File: src/rtl/harvard_isa_pkg.sv
// Harvard ISA shared definitions: opcodes, field positions, instruction encoder and
// loader FSM state codes. Shared between the instruction decoder and the program loader.
package harvard_isa_pkg;

    localparam int unsigned INSTR_W = 32;
    localparam int unsigned OP_W    = 6;
    localparam int unsigned REG_W   = 5;
    localparam int unsigned MADDR_W = 8;
    localparam int unsigned IMM_W   = 16;

    // Field LSB positions inside the 32-bit instruction word
    localparam int unsigned OP_LSB      = 26;
    localparam int unsigned RD2_LSB     = 21;
    localparam int unsigned RD1_LSB     = 16;
    localparam int unsigned ST_ADDR_LSB = 18;
    localparam int unsigned RS2_LSB     = 5;
    localparam int unsigned LO_LSB      = 0;

    localparam logic [OP_W-1:0] OP_MOVI  = 6'h00;
    localparam logic [OP_W-1:0] OP_MOV   = 6'h01;
    localparam logic [OP_W-1:0] OP_LOAD  = 6'h02;
    localparam logic [OP_W-1:0] OP_STORE = 6'h03;
    localparam logic [OP_W-1:0] OP_ADD   = 6'h04;
    localparam logic [OP_W-1:0] OP_SUB   = 6'h05;
    localparam logic [OP_W-1:0] OP_MUL   = 6'h06;
    localparam logic [OP_W-1:0] OP_AND   = 6'h07;
    localparam logic [OP_W-1:0] OP_OR    = 6'h08;
    localparam logic [OP_W-1:0] OP_XOR   = 6'h09;
    localparam logic [OP_W-1:0] OP_NAND  = 6'h0A;
    localparam logic [OP_W-1:0] OP_NOR   = 6'h0B;
    localparam logic [OP_W-1:0] OP_XNOR  = 6'h0C;
    localparam logic [OP_W-1:0] OP_CMP   = 6'h0D;
    localparam logic [OP_W-1:0] OP_SHL   = 6'h0E;
    localparam logic [OP_W-1:0] OP_SHR   = 6'h0F;
    localparam logic [OP_W-1:0] OP_LRSH  = 6'h10;

    // Loader FSM state codes
    localparam int unsigned     ST_W     = 2;
    localparam logic [ST_W-1:0] ST_IDLE  = 2'd0;
    localparam logic [ST_W-1:0] ST_RUN   = 2'd1;
    localparam logic [ST_W-1:0] ST_DRAIN = 2'd2;
    localparam logic [ST_W-1:0] ST_DONE  = 2'd3;

    typedef struct packed {
        logic [OP_W-1:0]    op;
        logic [REG_W-1:0]   rd2;
        logic [REG_W-1:0]   rd1;
        logic [REG_W-1:0]   rs2;
        logic [REG_W-1:0]   rs1;
        logic [MADDR_W-1:0] addr;
        logic [IMM_W-1:0]   imm;
    } instr_fields_t;

    // Pack fields into an instruction word; unused bits stay zero, unknown ops are R-type
    function automatic logic [INSTR_W-1:0] encode_instr(input instr_fields_t f);
        logic [INSTR_W-1:0] w;
        w = '0;
        w[OP_LSB +: OP_W] = f.op;
        case (f.op)
            OP_MOVI: begin
                w[RD2_LSB +: REG_W] = f.rd2;
                w[LO_LSB +: IMM_W]  = f.imm;
            end
            OP_MOV: begin
                w[RD2_LSB +: REG_W] = f.rd2;
                w[LO_LSB +: REG_W]  = f.rs2;
            end
            OP_LOAD: begin
                w[RD2_LSB +: REG_W]  = f.rd2;
                w[LO_LSB +: MADDR_W] = f.addr;
            end
            OP_STORE: begin
                w[ST_ADDR_LSB +: MADDR_W] = f.addr;
                w[LO_LSB +: REG_W]        = f.rs2;
            end
            default: begin
                w[RD2_LSB +: REG_W] = f.rd2;
                w[RD1_LSB +: REG_W] = f.rd1;
                w[RS2_LSB +: REG_W] = f.rs2;
                w[LO_LSB +: REG_W]  = f.rs1;
            end
        endcase
        return w;
    endfunction

endpackage

File: src/rtl/instr_fifo.sv
// Synchronous FIFO for encoded instruction words.
// Ports: clk, rst_n (async active-low), i_push/i_wdata write side, i_pop/o_rdata read
// side (o_rdata is the current head), o_full/o_empty status flags.
module instr_fifo #(
    parameter int unsigned WIDTH = 32,
    parameter int unsigned DEPTH = 4
) (
    input  logic             clk,
    input  logic             rst_n,
    input  logic             i_push,
    input  logic [WIDTH-1:0] i_wdata,
    input  logic             i_pop,
    output logic [WIDTH-1:0] o_rdata,
    output logic             o_full,
    output logic             o_empty
);

    localparam int unsigned PTR_W = $clog2(DEPTH);

    logic [WIDTH-1:0] r_mem [DEPTH];
    logic [PTR_W:0]   r_wr_ptr;
    logic [PTR_W:0]   r_rd_ptr;
    logic             w_push;
    logic             w_pop;

    // Extra pointer MSB distinguishes full from empty
    assign o_empty = (r_wr_ptr == r_rd_ptr);
    assign o_full  = (r_wr_ptr[PTR_W] != r_rd_ptr[PTR_W]) &&
                     (r_wr_ptr[PTR_W-1:0] == r_rd_ptr[PTR_W-1:0]);
    assign w_push  = i_push & ~o_full;
    assign w_pop   = i_pop & ~o_empty;
    assign o_rdata = r_mem[r_rd_ptr[PTR_W-1:0]];

    // Pointer update
    always_ff @(posedge clk or negedge rst_n) begin
        if (!rst_n) begin
            r_wr_ptr <= '0;
            r_rd_ptr <= '0;
        end else begin
            if (w_push) r_wr_ptr <= r_wr_ptr + (PTR_W+1)'(1);
            if (w_pop)  r_rd_ptr <= r_rd_ptr + (PTR_W+1)'(1);
        end
    end

    // Storage (no reset needed; occupancy is tracked by the pointers)
    always_ff @(posedge clk) begin
        if (w_push) r_mem[r_wr_ptr[PTR_W-1:0]] <= i_wdata;
    end

endmodule

File: src/rtl/instr_encoder_loader.sv
// Program loader: encodes opcode/operand fields into 32-bit instruction words, buffers
// them in a small FIFO and writes them sequentially into IMEM with back-pressure.
// Ports: clk, rst_n; load_start/load_base open a session; in_valid/in_ready/in_last and
// in_op/in_rd2/in_rd1/in_rs2/in_rs1/in_addr/in_imm carry fields; imem_we/imem_addr/
// imem_wdata/imem_ready form the IMEM write port; busy, done, wrap_err report status.
// Build option ENC_ILLEGAL_CHECK_EN: drops opcodes above OP_LRSH and adds sticky illegal_op.
module instr_encoder_loader
    import harvard_isa_pkg::*;
#(
    parameter int unsigned IMEM_AW    = 8,
    parameter int unsigned FIFO_DEPTH = 4
) (
    input  logic               clk,
    input  logic               rst_n,
    input  logic               load_start,
    input  logic [IMEM_AW-1:0] load_base,
    input  logic               in_valid,
    output logic               in_ready,
    input  logic               in_last,
    input  logic [5:0]         in_op,
    input  logic [4:0]         in_rd2,
    input  logic [4:0]         in_rd1,
    input  logic [4:0]         in_rs2,
    input  logic [4:0]         in_rs1,
    input  logic [7:0]         in_addr,
    input  logic [15:0]        in_imm,
    output logic               imem_we,
    output logic [IMEM_AW-1:0] imem_addr,
    output logic [31:0]        imem_wdata,
    input  logic               imem_ready,
    output logic               busy,
    output logic               done,
    output logic               wrap_err
`ifdef ENC_ILLEGAL_CHECK_EN
    ,
    output logic               illegal_op
`endif
);

    logic [ST_W-1:0]    r_state;
    logic [ST_W-1:0]    w_state_nxt;
    logic [IMEM_AW-1:0] r_addr;
    logic               r_wrap_err;
    instr_fields_t      w_fields;
    logic [INSTR_W-1:0] w_enc;
    logic [INSTR_W-1:0] w_head;
    logic               w_full;
    logic               w_empty;
    logic               w_ready;
    logic               w_accept;
    logic               w_illegal;
    logic               w_push;
    logic               w_we;
    logic               w_pop;
    logic               w_start;

    // Field bundle and combinational encode into the FIFO write port
    always_comb begin
        w_fields      = '0;
        w_fields.op   = in_op;
        w_fields.rd2  = in_rd2;
        w_fields.rd1  = in_rd1;
        w_fields.rs2  = in_rs2;
        w_fields.rs1  = in_rs1;
        w_fields.addr = in_addr;
        w_fields.imm  = in_imm;
    end
    assign w_enc = encode_instr(w_fields);

`ifdef ENC_ILLEGAL_CHECK_EN
    assign w_illegal = (in_op > OP_LRSH);
`else
    assign w_illegal = 1'b0;
`endif

    assign w_start  = (r_state == ST_IDLE) & load_start;
    assign w_ready  = (r_state == ST_RUN) & ~w_full;
    assign w_accept = in_valid & w_ready;
    assign w_push   = w_accept & ~w_illegal;
    assign w_we     = ~w_empty & ((r_state == ST_RUN) | (r_state == ST_DRAIN));
    assign w_pop    = w_we & imem_ready;

    instr_fifo #(
        .WIDTH (INSTR_W),
        .DEPTH (FIFO_DEPTH)
    ) u_fifo (
        .clk     (clk),
        .rst_n   (rst_n),
        .i_push  (w_push),
        .i_wdata (w_enc),
        .i_pop   (w_pop),
        .o_rdata (w_head),
        .o_full  (w_full),
        .o_empty (w_empty)
    );

    // State register
    always_ff @(posedge clk or negedge rst_n) begin
        if (!rst_n) r_state <= ST_IDLE;
        else        r_state <= w_state_nxt;
    end

    // Next-state logic; DRAIN waits until the last queued word has left the FIFO
    always_comb begin
        w_state_nxt = r_state;
        case (r_state)
            ST_IDLE:  if (load_start) w_state_nxt = ST_RUN;
            ST_RUN:   if (w_accept && in_last) w_state_nxt = ST_DRAIN;
            ST_DRAIN: if (w_empty) w_state_nxt = ST_DONE;
            ST_DONE:  w_state_nxt = ST_IDLE;
            default:  w_state_nxt = ST_IDLE;
        endcase
    end

    // Write address and sticky wrap flag; the write at the top address still happens
    always_ff @(posedge clk or negedge rst_n) begin
        if (!rst_n) begin
            r_addr     <= '0;
            r_wrap_err <= 1'b0;
        end else if (w_start) begin
            r_addr     <= load_base;
            r_wrap_err <= 1'b0;
        end else if (w_pop) begin
            r_addr <= r_addr + IMEM_AW'(1);
            if (&r_addr) r_wrap_err <= 1'b1;
        end
    end

`ifdef ENC_ILLEGAL_CHECK_EN
    logic r_illegal_op;

    // Sticky illegal-opcode flag, cleared when a new session opens
    always_ff @(posedge clk or negedge rst_n) begin
        if (!rst_n)                      r_illegal_op <= 1'b0;
        else if (w_start)                r_illegal_op <= 1'b0;
        else if (w_accept && w_illegal)  r_illegal_op <= 1'b1;
    end
    assign illegal_op = r_illegal_op;
`endif

    assign in_ready   = w_ready;
    assign imem_we    = w_we;
    assign imem_addr  = r_addr;
    assign imem_wdata = w_we ? w_head : '0;
    assign busy       = (r_state != ST_IDLE);
    assign done       = (r_state == ST_DONE);
    assign wrap_err   = r_wrap_err;

endmodule
File: config.mk
export PLATFORM = sky130hd
export DESIGN_NAME = instr_encoder_loader
export DESIGN_NICKNAME = d
export VERILOG_FILES = /design/src/rtl/harvard_isa_pkg.sv /design/src/rtl/instr_fifo.sv /design/src/rtl/instr_encoder_loader.sv
export SDC_FILE = /design/constraint.sdc
export NUM_CORES = 1
export LEC_CHECK = 0
export BUFFER_PORTS_ARGS = -buffer_cell sky130_fd_sc_hd__clkbuf_2
export CAP_MARGIN = 5
export CORE_MARGIN = 2
export CORE_UTILIZATION = 50
export CTS_CLUSTER_SIZE = 30
export DETAILED_ROUTE_END_ITERATION = 8
export MAX_ROUTING_LAYER = met4
export PLACE_DENSITY = 0.72
export SYNTH_ARGS = -nofsm -noshare
export SYNTH_HDL_FRONTEND = slang
export SYNTH_SLANG_ARGS = --single-unit
File: constraint.sdc
create_clock -name clk -period 2.75 [get_ports clk]
set_input_delay 0.275 -clock clk [delete_from_list [all_inputs] [get_ports clk]]
set_output_delay 0.275 -clock clk [all_outputs]
set_load 0.02 [all_outputs]
# == Word level (Yosys, flattened, before mapping) ==
# Memories as Yosys holds them, arrays and structs flattened.
# Cells that the tools add are included.
# word_totals
mem_count,1
mem_bits_ro,0
reg_bits,17
word_cells,64
latch_bits,0
ram_bits,128
in_bits,64
# memory_table
memory,depth,word_bits,read_ports,rd_ports_with_merged_regs,write_ports,line,rtl
u_fifo.r_mem,4,32,1,0,1,instr_fifo.sv:20,logic [WIDTH-1:0] r_mem [DEPTH];
# op_classes
div_mod_pow,0
magnitude_cmp,0
addsub,3
mul,0
n_eq_ne,12
shift,0
n_mux,19
bitwise,10
reduce_logical,14
# op_table
op,count
two-way mux 32 bit,1
two-way mux 8 bit,2
one-hot mux 5 bit (3 select lines),1
"equality test 6 x 2 -> 1 bit, second input constant",2
one-hot mux 3 bit (3 select lines),1
"adder 8 x 1 -> 8 bit, second input constant",1
two-way mux 2 bit,4
one-hot mux 2 bit (4 select lines),1
AND reduction 8 bit,1
AND 1 bit,7
"adder 3 x 1 -> 3 bit, second input constant",2
"equality test 6 x 1 -> 1 bit, second input constant",1
logical NOT 6 bit,1
two-way mux 6 bit,1
one-hot mux 3 bit (2 select lines),1
nonzero test 2 bit,3
OR reduction 3 bit,2
two-way mux 1 bit,5
two-way mux 5 bit,1
"equality test 2 bit, second input constant",2
"inequality test 2 x 1 -> 1 bit, second input constant",2
one-hot mux 2 bit (2 select lines),1
OR reduction 4 bit,1
equality test 3 bit,1
11 further kinds,13

# == Longest topological paths before layout ==
# depth
ltp_word,8
depth_mapped,7
ltp_nobuf,7

# == Cells and area by module ==
# A second synthesis with hierarchy kept.
# unflattened
cells_unflattened,385
area_unflattened_um2,6500.0
# by_module_without_submodules
module,area_per_inst_um2,n_inst,seq_area_each_um2,cells_per_inst
instr_fifo,5138.7,1,3993.8,219
instr_encoder_loader,1361.3,1,275.3,166

# == Least setup slack after synthesis ==
# Ideal clock, no wire load.
# synth_path
path_type,register to register
start,reg u_fifo.r_rd_ptr[1]
end,mem u_fifo.r_mem[3][0] (enable)
arrival_ns,1.821
stages_incl_launch_ff,5
setup_ns,0.394
required_time_ns,2.356
path_buffers,1
path_slack_ns,0.536
cell_sequence,dfrtp_1 -> buf_2 -> xor2_1 -> o311a_1 -> and2_1
# synth_via
elab_chain_cells,8
# synth_rtl
item,line,rtl
"start, declared",instr_fifo.sv:22,logic [PTR_W:0] r_rd_ptr;
"start signal, assigned",instr_fifo.sv:41,if (w_pop) r_rd_ptr <= r_rd_ptr + (PTR_W+1)'(1);
equality test 2 bit (*),instr_fifo.sv:29,(r_wr_ptr[PTR_W-1:0] == r_rd_ptr[PTR_W-1:0]);
logical AND 1 bit (*),instr_fifo.sv:28,assign o_full = (r_wr_ptr[PTR_W] != r_rd_ptr[PTR_W]) &&
inverter 1 bit (*),"instr_fifo.sv:30, instr_encoder_loader.sv:77",
AND 1 bit,instr_encoder_loader.sv:77,assign w_ready = (r_state == ST_RUN) & ~w_full;
AND 1 bit,instr_encoder_loader.sv:78,assign w_accept = in_valid & w_ready;
AND 1 bit (*),instr_fifo.sv:30,assign w_push = i_push & ~o_full;
two-way mux 1 bit (*),instr_fifo.sv:47,if (w_push) r_mem[r_wr_ptr[PTR_W-1:0]] <= i_wdata;
two-way mux 1 bit (not written as such) (*),instr_fifo.sv:47,
"end, declared",instr_fifo.sv:20,
# Mark *: on every way between the ends. The rest lies on a longest branch, timed or not.

# == Worst setup path in the final report ==
# layout_path
start,reg r_state[0]
end,out imem_wdata[3]
# layout_via
elab_chain_cells,4
word_cells_on_any_way,5
# layout_rtl
item,line,rtl
"start, declared",instr_encoder_loader.sv:40,logic [ST_W-1:0] r_state;
"start signal, assigned",instr_encoder_loader.sv:100,else r_state <= w_state_nxt;
equality test 2 x 1 -> 1 bit or equality test 2 bit (tied branches),instr_encoder_loader.sv:80,assign w_we = ~w_empty & ((r_state == ST_RUN) | (r_state == ST_DRAIN));
OR 1 bit (*),instr_encoder_loader.sv:80,
AND 1 bit (*),instr_encoder_loader.sv:80,
two-way mux 32 bit (*),instr_encoder_loader.sv:144,assign imem_wdata = w_we ? w_head : '0;
"end, declared",instr_encoder_loader.sv:29,"output logic [31:0] imem_wdata,"
# Marked as above.

==> flow_summary.ini <==
[outcome]
status = complete, no violations

[global_routing]
grt_pass1_wl_mm = 19.5
antenna_found_initial = 0
grt_max_degree = 35
grtUsageTotal_pct = 21.0
grt_overflow = 0
grt_pass1_vias = 3634

[logic_synthesis]
netlist_area_um2 = 6270
ys_warn_count = 0
ys_ff_latch = 145
ys_types = 31
synth_edf_count = 128
synth_cells = 373
async_flop_share_pct = 11.7
synthDominantCellAreaShare_pct = 61.3
synthTopCellsByArea = edfxtp_1 (61%), mux4_2 (11%), dfrtp_1 (6.8%)
synth_ff_type = edfxtp_1
avgSynthCellArea_um2 = 16.8
synth_seq_area_share_pct = 68.0
syn_nets = 448
synth_area_leader_cell = edfxtp_1

[worst_hold_path]
hold_start = load_base[0]
worstHoldPathCells = 3
min_to = imem_addr[0]
hold_path.class = primary input to flip-flop

[timing]
fin_setup_tns_ns = 0
skew_ns = 0.0207
slew_violations = 0
finalSetupViolCount = 0
period_share_pct = 90.6
min_period_ns = 2.49
hold_viol_final = 0
rsz0062_at_grt = false
tightest_slew_ns = 0.758
max-slew-margin-rel_pct = 49.4
max_freq_mhz = 401

[clock_tree]
path_clk_slew_ns = 0.05
cts_buffer_depth = 2
cts_made_buffers = 17
cts.sinks = 145
post_cts_buffers = 0
cts_root_buffer = clkbuf_16
htree_levels = 4
clk-insertion-delay-late_ns = 0.43
cts_tree = done

[route]
dr.pass1.iters = 4
drc = 0
drt_iter0_drc = 228
ant_nets = 0
wire_per_inst_um = 18.8
num_vias = 3609
viasPerCell = 5.39
routed_wl_mm = 12.6

[floorplan]
die_x_um = 116
start_util_pct = 51.8
fp.dieArea_um2 = 13500
io_pins = 109
design.core.area_um2 = 12100
num_rows = 40
die_h_um = 116

[job]
maxCapViolations = 0

[placed_design]
gp_congestion = 0.849
post-dp-hpwl_mm = 8.17
io_buffers = 108
dp.cells = 639

[worst_setup_path]
reg2reg_to = u_fifo.r_mem[2][28]
crit_path_start = r_state[0]
worst_r2r_path_depth = 4
cpMostUsedCell = inv_1
start_kind = flip-flop
rrSetupSlack_ns = 0.72
required_ns = 2.48
crit_chain = inv_1 -> ha_1 -> inv_1 -> a31o_2 -> inv_2 -> buf_12 -> and2_1 -> clkbuf_2
crit_type = flip-flop to primary output
end_kind = primary output
cp_slowest_cell = dfrtp_1
max_stage_delay_ns = 0.38
arrival_ns = 2.22
r2r-start = u_fifo.r_rd_ptr[2]
crit_fanout = 28

[finish]
nets = 566
instances_no_fill = 670
n_antenna_cell = 0
area_delta_synth_final_pct = 21.5
drive_above_1_share_pct = 38.0

[pwr]
power.density_nw_per_um2 = 1140
ir_drop_mv = 0.670
leakagePower_uw = 0.00287
==> worst max-delay path: cells and delay by family (launching register included) <==
family	cells	cell delay, ns
and+or+nand+nor	1	0.16
buffers and inverters	5	0.66
DFF	1	0.38
AOI/OAI and AO/OA	1	0.29
adders and majority gates	1	0.30
==> kinds of logic after synthesis <==
kind of cell               Yosys count  share of synthesized area (%)
DFF                                145                           68.0
AOI/OAI and AO/OA                   40                           4.17
xor gates and xnor gates            10                           1.40
adders and majority gates           11                           2.19
muxes                               49                           14.3
and+or+nand+nor                     92                           8.10
buffers and inverters               26                           1.79
==> Yosys cell counts, drive strengths merged, types with 8 or more instances <==
library cell,number
inv,8
mux2i,11
dfrtp,17
ha,11
nor2,15
and2,45
a31oi,8
nand2,18
edfxtp,128
mux4,32
clkbuf,11
o21ai,11
==> where the power goes <==
group          internal [uW]  total [uW]  switching (uW)  leakage, uW
sequential              2730        2920             189      0.00135
combinational           1430        3530            2090      0.00125
clock                   1400        2220             823     0.000272
total                   5560        8670            3110      0.00287
==> routing by layer <==
layer	vias to the layer above	wire [um]	track usage, %
met5	-	0	-
met4	0	165	7.46
met1	1776	5320	25.8
met3	13	908	7.06
met2	132	6170	32.7
li1	1688	-	-
==> worst max-delay path by stage <==
| stage | to | slack [ns] | depth (start not counted) |
|---|---|---|---|
| global placement | u_fifo.r_mem[0][23] | 0.48 | 4 |
| detailed placement | u_fifo.r_mem[2][21] | 0.38 | 4 |
| CTS | imem_wdata[3] | 0.07 | 8 |
| finish | imem_wdata[3] | 0.26 | 8 |
| global route | imem_wdata[8] | 0.08 | 8 |
| floorplan | u_fifo.r_mem[3][0] | 0.54 | 4 |
==> sequential cells by signal (all words and copies together) (netlist names) <==
signal	count
u_fifo.r_rd_ptr	3
imem_addr	8
u_fifo.r_wr_ptr	3
r_state	2
wrap_err	1
u_fifo.r_mem	128
==> layout make-up <==
type	count	area (um2)
flip-flops and latches	145	4270
repair buffers	117	639
clock inverters	12	144
fillers	931	4490
inverters	8	30.0
multi-input cells	202	1900
well taps	168	210
clock buffers	18	429
==> layout by cell type, fill, tap and decap left out, types with 3 or more instances in the layout <==
cell type,instances
edfxtp_1,128
clkbuf_2,108
and2_1,41
mux4_2,32
nand2_1,18
clkbuf_16,17
dfrtp_1,15
nor2_1,14
mux2i_1,11
o21ai_0,11
ha_1,11
a31oi_1,8
inv_1,7
a21oi_1,6
mux2_2,6
xnor2_1,6
a22o_1,5
o31ai_1,5
buf_4,5
xor2_1,4
and2_2,4
nand4_1,4
or3_1,4
or4_1,3
clkinv_2,3
bufinv_16,3
clkinvlp_4,3
==> per-stage QoR <==
stage	utilization [%]	power, uW	setup WS, ns	cell area, um2	hold WS, ns
after floorplan	-	5390	0.536	6270	-0.0206
after global placement	58.1	6470	0.479	7040	0.235
after detailed placement	58.1	6530	0.380	7040	0.239
after CTS	62.9	8770	0.0706	7620	0.0737
after global routing	62.9	9160	0.0846	7620	0.0912
final	62.9	8670	0.258	7620	0.0975
==> what timing repair did <==
action	4_1_cts	5_1_grt
endpoints found under the hold margin	17	0
gates resized for setup	0	3
hold buffers	1	0
setup endpoints to repair	0	28
Power figures use the tool's default switching activity.
